--- config.mk ---
export PLATFORM = sky130hd
export DESIGN_NAME = lf64_pipelined_subtractor
export DESIGN_NICKNAME = d
export VERILOG_FILES = /design/src/rtl/lf64_pipelined_subtractor.sv
export SDC_FILE = /design/constraint.sdc
export NUM_CORES = 1
export LEC_CHECK = 0
export ABC_AREA = 1
export BUFFER_PORTS_ARGS = -buffer_cell sky130_fd_sc_hd__buf_2
export CORE_MARGIN = 10
export CORE_UTILIZATION = 60
export DETAILED_ROUTE_END_ITERATION = 12
export GPL_TIMING_DRIVEN = 0
export PLACE_DENSITY = 0.86
export SLEW_MARGIN = 20
export SYNTH_ARGS = -nofsm -noshare
export SYNTH_HDL_FRONTEND = slang
export SYNTH_SLANG_ARGS = --single-unit
--- constraint.sdc ---
create_clock -name clk -period 6.1 [get_ports clk]
set_input_delay 0 -clock clk [delete_from_list [all_inputs] [get_ports clk]]
set_output_delay 0 -clock clk [all_outputs]
set_load 0.02 [all_outputs]
--- src/rtl/lf64_pipelined_subtractor.sv ---
// Two-stage pipelined subtractor: diff = a - b - bin, evaluated as
// a + ~b + ~bin on a Ladner-Fischer prefix carry network. Stage 1 registers
// the generate/propagate vectors; stage 2 resolves carries and flags.
// A single advance enable (adv) moves both stages together, so a stalled
// consumer freezes the whole pipe without dropping or duplicating beats.
module lf64_pipelined_subtractor #(
  parameter int WIDTH = 64
) (
  input  logic             clk,
  input  logic             rst_n,
  input  logic             in_valid,
  output logic             in_ready,
  input  logic [WIDTH-1:0] a,
  input  logic [WIDTH-1:0] b,
  input  logic             bin,
  output logic             out_valid,
  input  logic             out_ready,
  output logic [WIDTH-1:0] diff,
  output logic             bout,
  output logic             ovf,
  output logic             zero
);

  localparam int LEVELS = $clog2(WIDTH);

  logic             adv;
  logic             s1_valid;
  logic [WIDTH-1:0] s1_p;
  logic [WIDTH-1:0] s1_g;
  logic             s1_cin;
  logic             s1_amsb;
  logic             s1_bmsb;

  logic [WIDTH-1:0] g_pre;
  logic [WIDTH-1:0] p_pre;
  logic [WIDTH-1:0] carry;
  logic [WIDTH-1:0] diff_nxt;

  assign adv      = out_ready | ~out_valid;
  assign in_ready = adv & rst_n;

  // Stage 1: capture per-bit generate/propagate of a + ~b and the operand signs.
  always_ff @(posedge clk) begin
    if (!rst_n) begin
      s1_valid <= 1'b0;
      s1_p     <= '0;
      s1_g     <= '0;
      s1_cin   <= 1'b0;
      s1_amsb  <= 1'b0;
      s1_bmsb  <= 1'b0;
    end else if (adv) begin
      s1_valid <= in_valid & in_ready;
      s1_p     <= a ^ ~b;
      s1_g     <= a & ~b;
      s1_cin   <= ~bin;
      s1_amsb  <= a[WIDTH-1];
      s1_bmsb  <= b[WIDTH-1];
    end
  end

  // Ladner-Fischer prefix tree: at level l, every bit with bit l of its index
  // set merges with the last bit of the preceding 2^l-aligned block.
  for (genvar l = 0; l < LEVELS; l++) begin : lvl
    logic [WIDTH-1:0] g_i;
    logic [WIDTH-1:0] p_i;
    logic [WIDTH-1:0] g_o;
    logic [WIDTH-1:0] p_o;

    if (l == 0) begin : src_in
      assign g_i = s1_g;
      assign p_i = s1_p;
    end else begin : src_prev
      assign g_i = lvl[l-1].g_o;
      assign p_i = lvl[l-1].p_o;
    end

    for (genvar i = 0; i < WIDTH; i++) begin : node
      localparam int J = ((i >> l) << l) - 1;
      if (((i >> l) & 1) == 1) begin : merge
        assign g_o[i] = g_i[i] | (p_i[i] & g_i[J]);
        assign p_o[i] = p_i[i] & p_i[J];
      end else begin : pass
        assign g_o[i] = g_i[i];
        assign p_o[i] = p_i[i];
      end
    end
  end

  assign g_pre    = lvl[LEVELS-1].g_o;
  assign p_pre    = lvl[LEVELS-1].p_o;
  assign carry    = g_pre | ({WIDTH{s1_cin}} & p_pre);
  assign diff_nxt = s1_p ^ {carry[WIDTH-2:0], s1_cin};

  // Stage 2: register the difference and its flags; borrow is the inverted carry-out.
  always_ff @(posedge clk) begin
    if (!rst_n) begin
      out_valid <= 1'b0;
      diff      <= '0;
      bout      <= 1'b0;
      ovf       <= 1'b0;
      zero      <= 1'b0;
    end else if (adv) begin
      out_valid <= s1_valid;
      diff      <= diff_nxt;
      bout      <= ~carry[WIDTH-1];
      ovf       <= (s1_amsb ^ s1_bmsb) & (diff_nxt[WIDTH-1] ^ s1_amsb);
      zero      <= (diff_nxt == '0);
    end
  end

endmodule

==> results of run 1 <==
-- cell families after synthesis --
group	count (synthesis)	share of synthesized area
and+or+nand+nor	702	0.277
AOI/OAI and AO/OA	275	0.157
DFF	200	0.382
xor gates and xnor gates	8	0.00669
adders and majority gates	65	0.0776
buffers and inverters	269	0.0992
-- cell type report --
| class | instances | area (sq um) |
|---|---|---|
| Timing Repair Buffer | 365 | 2650 |
| Antenna cell | 1 | 2.50 |
| Clock inverter | 9 | 48.8 |
| Tap cell | 225 | 282 |
| Multi-Input combinational cell | 1050 | 5430 |
| Fill cell | 1130 | 3300 |
| Inverter | 220 | 826 |
| Clock buffer | 22 | 484 |
| Buffer | 49 | 214 |
| Sequential cell | 200 | 4000 |
-- final timing paths --
kind | endpoint | slack [ns] | depth (start not counted)
worst max-delay path | zero | 3.36 | 19
worst min-delay path | lvl[0].g_i[32] | -0.007 | 4
worst max register to register | zero | 3.36 | 19
worst min register to register | lvl[0].g_i[25] | 0.45 | 2
-- stage by stage --
stage	total power, mW	hold WS [ns]	cell area (sq um)
3_3_place_gp	2.05	0.221	11800
3_5_place_dp	2.07	0.230	11800
6_report	3.23	-0.00739	13900
4_1_cts	3.18	0.000783	13900
2_1_floorplan	1.85	0.113	10500
5_1_grt	3.35	0.00305	13900
-- placed cells by master (no fill, tap or decap), types with 2 or more instances in the layout --
| cell type | netlist | routed |
|---|---|---|
| a21boi_0 | 5 | 5 |
| o21ai_0 | 140 | 140 |
| nor3_1 | 8 | 8 |
| a22o_1 | 56 | 56 |
| a31oi_1 | 2 | 2 |
| clkbuf_1 | 40 | 41 |
| buf_6 | 2 | 2 |
| clkbuf_16 | 0 | 17 |
| nand3_2 | 3 | 3 |
| nand2_1 | 477 | 477 |
| nor2_2 | 8 | 8 |
| nand2_2 | 13 | 13 |
| nand3_1 | 79 | 79 |
| a21oi_1 | 61 | 61 |
| a32o_1 | 2 | 2 |
| nand4_1 | 17 | 17 |
| inv_1 | 215 | 215 |
| a21oi_2 | 3 | 3 |
| ha_1 | 65 | 65 |
| clkinv_2 | 0 | 8 |
| clkbuf_8 | 0 | 4 |
| inv_2 | 3 | 3 |
| nor2_1 | 90 | 90 |
| buf_1 | 3 | 3 |
| clkinv_1 | 2 | 2 |
| dfxtp_1 | 200 | 200 |
| nand2_4 | 5 | 5 |
| buf_2 | 3 | 204 |
| dlygate4sd3_1 | 0 | 164 |
| xor2_1 | 8 | 8 |
-- worst max-delay path, stage by stage (launching register included) --
cell     delay [ns]
dfxtp_1        0.47
nand3_1        0.16
nor2_1         0.15
nand2_1        0.14
nor2_1         0.17
nand2_1        0.11
nand3_2        0.08
nor2_2         0.06
nand2_2        0.08
buf_2          0.27
nand2_1        0.12
nand3_1        0.11
nand2_1        0.10
nor2_1         0.09
nand2_1        0.06
nor2_1         0.16
nand2_1        0.14
nor2_1         0.13
nand2_1        0.06
nand2_1        0.05
-- flip-flops by register name, indices dropped and copies added, names as in the netlist --
signal     flops
diff          64
lvl.p_i       64
lvl.g_i       64
s1_valid       1
out_valid      1
bout           1
s1_bmsb        1
s1_amsb        1
zero           1
s1_cin         1
ovf            1
-- what timing repair did --
item	4_1_cts	5_1_grt
gates resized for setup	0	0
hold buffers	164	0
hold endpoints to repair	135	0
-- metal layers --
metal,vias up,global-route usage
met3,202,0.0759
met1,5344,0.354
met2,800,0.536
met5,-,0
li1,5641,-
met4,0,0.174
-- where the power goes --
group	internal, mW	switching, mW	leakage, nW	total [mW]
clock	0.559	0.495	0.275	1.05
combinational	0.286	0.408	5.25	0.694
sequential	1.41	0.0790	1.65	1.49
==> results.sh, run 1 <==
export IMPL_path_clk_slew_ns=0.07
export IMPL_drtAntennaViolNets=0
export IMPL_final_setup_viol_count=0
export IMPL_fp_row_count=48
export IMPL_globalplace_congestion=0.963
export IMPL_post_drt_wl_per_cell_um=17.7
export IMPL_io_pins=202
export IMPL_fin_util=0.809
export IMPL_fin_skew_ns=0.0115
export IMPL_cts_tree="built"
export IMPL_p_per_area_nw_per_um2=232
export IMPL_htree_levels=4
export IMPL_cts_root_buffer="clkbuf_16"
export IMPL_cp_required_ns=6.48
export IMPL_max_cap_viol_count=0
export IMPL_syn_area_per_cell_sq_um=6.90
export IMPL_syn_to_final_growth_pct=33.1
export IMPL_topRoutingLayerUsed="met4"
export IMPL_yosys_cell_types_count=35
export IMPL_worst_hold_slack_ns=-0.00739
export IMPL_p_leak_nw=7.17
export IMPL_yosysMostFrequentCell="nand2_1"
export IMPL_period_share=0.449
export IMPL_antenna_found_initial=1
export IMPL_portBuffers=201
export IMPL_final_nets=2101
export IMPL_synth_edff_count=0
export IMPL_drv_slew=0
export IMPL_gr_total_overflow=0
export IMPL_synth_seq_cells=200
export IMPL_violations="negative hold slack"
export IMPL_endpoint_kind="register"
export IMPL_grtUsageTotal=0.315
export IMPL_fmax_ghz=0.365
export IMPL_worstSetupPathType="register to register"
export IMPL_worstMarginPinSlew_ns=0.956
export IMPL_synth_top_cell_area_share=0.382
export IMPL_synth_area_leaders="dfxtp_1 38%, nand2_1 17%, ha_1 7.8%"
export IMPL_die_w_um=152
export IMPL_hold_class="input pin to register"
export IMPL_synth_top_cell_by_area="dfxtp_1"
export IMPL_cts_sinks=200
export IMPL_arrival_ns=3.12
export IMPL_clk_path_buf_depth=2
export IMPL_yosys_warnings=0
export IMPL_grt_pass1_wl_mm=60.3
export IMPL_drive_gt1_frac=0.143
export IMPL_hold_viol_final=2
export IMPL_finalWirelength_mm=37.8
export IMPL_path_max_fanout=10
export IMPL_min_from="b[32]"
export IMPL_synth_ff_type="dfxtp_1"
export IMPL_core_area_sq_um=17200
export IMPL_met1Wirelength_mm=13.6
export IMPL_fin_ws_ns=3.36
export IMPL_instances_no_fill=2141
export IMPL_reg2reg_from="lvl[0].p_i[1]"
export IMPL_synth_commonest_cells="477 x nand2_1, 215 x inv_1, 200 x dfxtp_1"
export IMPL_numCtsBuffers=17
export IMPL_insertion_delay_ns=0.44
export IMPL_yosysSeqAreaShare=0.382
export IMPL_wl_met2_mm=17.9
export IMPL_startpoint="lvl[0].p_i[1]"
export IMPL_start_util=0.608
export IMPL_pre_cts_slack_ns=3.57
export IMPL_dp_hpwl_mm=24.4
export IMPL_slew_headroom=0.362
export IMPL_syn_inst=1519
export IMPL_via_per_inst=5.60
export IMPL_status="finished with violations"
export IMPL_async_reset_ff_frac=0
export IMPL_tns_ns=0
export IMPL_cts_setup_buffers=0
export IMPL_placed_cells=1945
export IMPL_synth_fp_nets=1717
export IMPL_drtIter0Drc=1330
export IMPL_die_area_sq_um=23100
export IMPL_worst_setup_path_start_kind="register"
export IMPL_rsz0062_at_grt="no"
export IMPL_period_needed_ns=2.74
export IMPL_die_height_um=152
export IMPL_wl_met3_mm=4.05
export IMPL_num_vias=12000
export IMPL_grt_max_degree=17
export IMPL_max_vdd_ir_drop_mv=0.216
export IMPL_grt_pass1_vias=11800
export IMPL_dr_pass1_iters=10
export IMPL_netlist_area_sq_um=10500
export IMPL_drc_errors=0
Note: power is estimated with default switching activity, not from simulation.
==> run 2: changes to the inputs <==
CORE_UTILIZATION = 51   (was 60)
PLACE_DENSITY = 0.77   (was 0.86)
clock period = 2.5 ns   (was 6.1 ns; I/O delays follow)
==> run 2 against run 1 <==
Effect of this change:
- the flow now finishes without violations
- die area increased by 15%
- largest power group unchanged
- non-clock buffer count grew 13
- global-route usage is 4.4 points lower
- fmax grew 10%
- sequential share of layout area down 0.59 points
- clock skew is essentially flat
- clock power grew to 2.8 times the previous value
- first-iteration DRC count decreased by 22%
- hold slack improved by 0.0081 ns
==> results.sh, run 2 (synthesis gave the netlist of run 1 again) <==
export IMPL_worst_setup_path_start_kind="register"
export IMPL_gr_total_overflow=0
export IMPL_io_pins=202
export IMPL_final_nets=2114
export IMPL_die_height_um=163
export IMPL_worst_hold_slack_ns=0.000678
export IMPL_final_setup_viol_count=0
export IMPL_dp_hpwl_mm=25.2
export IMPL_num_vias=11700
export IMPL_finalWirelength_mm=37.2
export IMPL_cts_root_buffer="clkbuf_16"
export IMPL_dr_pass1_iters=6
export IMPL_placed_cells=1990
export IMPL_r2r_end="zero"
export IMPL_core_area_sq_um=20200
export IMPL_r2r_slack_ns=0.01
export IMPL_portBuffers=201
export IMPL_slew_headroom=0.333
export IMPL_max_vdd_ir_drop_mv=0.479
export IMPL_insertion_delay_ns=0.44
export IMPL_whs_path_depth=5
export IMPL_globalplace_congestion=0.886
export IMPL_grt_pass1_vias=11400
export IMPL_path_max_fanout=10
export IMPL_antenna_found_initial=4
export IMPL_drtAntennaViolNets=0
export IMPL_cp_required_ns=2.89
export IMPL_cts_sinks=200
export IMPL_via_per_inst=5.31
export IMPL_reg2regPathDepth=22
export IMPL_drv_slew=0
export IMPL_cts_tree="built"
export IMPL_worstMarginPinSlew_ns=1.00
export IMPL_status="completed"
export IMPL_period_needed_ns=2.49
export IMPL_fin_skew_ns=0.0120
export IMPL_hold_viol_final=0
export IMPL_max_cap_viol_count=0
export IMPL_fp_row_count=52
export IMPL_period_share=0.996
export IMPL_path_clk_slew_ns=0.07
export IMPL_reg2reg_from="lvl[0].p_i[1]"
export IMPL_instances_no_fill=2200
export IMPL_arrival_ns=2.88
export IMPL_rsz0062_at_grt="yes"
export IMPL_numCtsBuffers=17
export IMPL_die_w_um=163
export IMPL_fmax_ghz=0.402
export IMPL_fillCellCount=1586
export IMPL_drtIter0Drc=1037
export IMPL_post_drt_wl_per_cell_um=16.9
export IMPL_endpoint_kind="register"
export IMPL_p_int_mw=5.88
export IMPL_start_util=0.518
export IMPL_grtUsageTotal=0.271
export IMPL_p_total_mw=8.27
export IMPL_swShare=0.290
export IMPL_grt_pass1_wl_mm=58.2
export IMPL_combPwrFrac=0.206
export IMPL_p_per_area_nw_per_um2=575
export IMPL_drc_errors=0
export IMPL_grt_max_degree=17
export IMPL_worstSetupPathType="register to register"
export IMPL_mostFrequentLayoutCell="nand2_1"
export IMPL_mostFrequentLayoutCells="469 x nand2_1, 215 x inv_1, 201 x buf_2"
export IMPL_pwr_share_seq=0.440
export IMPL_syn_to_final_growth_pct=37.3
export IMPL_die_area_sq_um=26700
export IMPL_hold_class="input pin to register"
export IMPL_pwr_share_clk=0.354
export IMPL_min_from="b[25]"
export IMPL_p_sw_mw=2.39
export IMPL_drive_gt1_frac=0.173
export IMPL_min_to="lvl[0].g_i[25]"
export IMPL_htree_levels=4
export IMPL_p_leak_nw=7.31
export IMPL_clk_path_buf_depth=2
## run 2: worst max-delay path by stage
stage,from,to,slack (ns),cells after the start
after floorplan,lvl[0].p_i[11],zero,0.53,16
after global placement,lvl[0].p_i[6],zero,-0.13,20
after detailed placement,lvl[0].p_i[1],zero,-0.20,20
after CTS,lvl[0].p_i[33],zero,-0.05,20
after global routing,lvl[0].p_i[33],zero,-0.19,20
final,lvl[0].p_i[1],zero,0.01,22
## run 2: critical path, stage by stage, from the launching register on
cell and delay [ns]:
dfxtp_4 0.39, nand2_1 0.09, nand2_2 0.11, nand2_4 0.07
nand2_4 0.09, nand2_4 0.06, nand2_4 0.09, nand2_4 0.06
nand2_2 0.09, nand2_2 0.07, nand2_2 0.09, buf_8 0.15
buf_8 0.16, a21oi_1 0.08, nand2_2 0.12, nand2_1 0.07
nor2_2 0.11, nand2_1 0.06, nor2_1 0.12, nand2_1 0.10
nor2_1 0.12, nand2_1 0.06, nand2_1 0.05
## run 2: per-stage QoR
step | instance area (sq um) | utilization | worst slack [ns] | TNS, ns
floorplan | 10500 | - | 0.535 | 0
global placement | 11800 | 0.584 | -0.135 | -0.135
detailed placement | 11800 | 0.584 | -0.198 | -0.198
CTS | 14200 | 0.702 | -0.0505 | -0.0505
global route | 14400 | 0.711 | -0.186 | -0.186
finish | 14400 | 0.711 | 0.00998 | 0
## run 2: what timing repair did
action	CTS	global route
endpoints found under the setup margin	2	18
endpoints found under the hold margin	135	0
buffers inserted	0	3
pin swaps	2	4
hold buffers	174	0
gates resized for setup	15	65
## run 2: layout make-up
| class | instances | area, sq um | area share |
|---|---|---|---|
| well taps | 270 | 338 | 0.0235 |
| inverters | 220 | 826 | 0.0574 |
| repair buffers | 378 | 2770 | 0.193 |
| plain buffers | 49 | 234 | 0.0163 |
| diodes | 4 | 10.0 | 0.000696 |
| multi-input cells | 1050 | 5550 | 0.386 |
| clock inverters | 8 | 146 | 0.0102 |
| flip-flops and latches | 200 | 4050 | 0.281 |
| clock buffers | 21 | 460 | 0.0320 |
## run 2: layer usage
layer	vias to the layer above	track usage	share of wire	wire length (um)
met2	557	0.468	0.49	18100
met3	117	0.0566	0.084	3120
met5	-	0	0	0
li1	5660	-	-	-
met4	0	0.109	0.038	1430
met1	5340	0.321	0.39	14600
## run 2: power by group through the flow
stage,Clock [mW],Sequential (mW),Combinational [mW]
global placement,0,3.68,1.36
finish,2.92,3.64,1.71
detailed placement,0,3.69,1.38
floorplan,0,3.76,0.752
global route,3.05,3.67,1.88
CTS,2.93,3.62,1.64
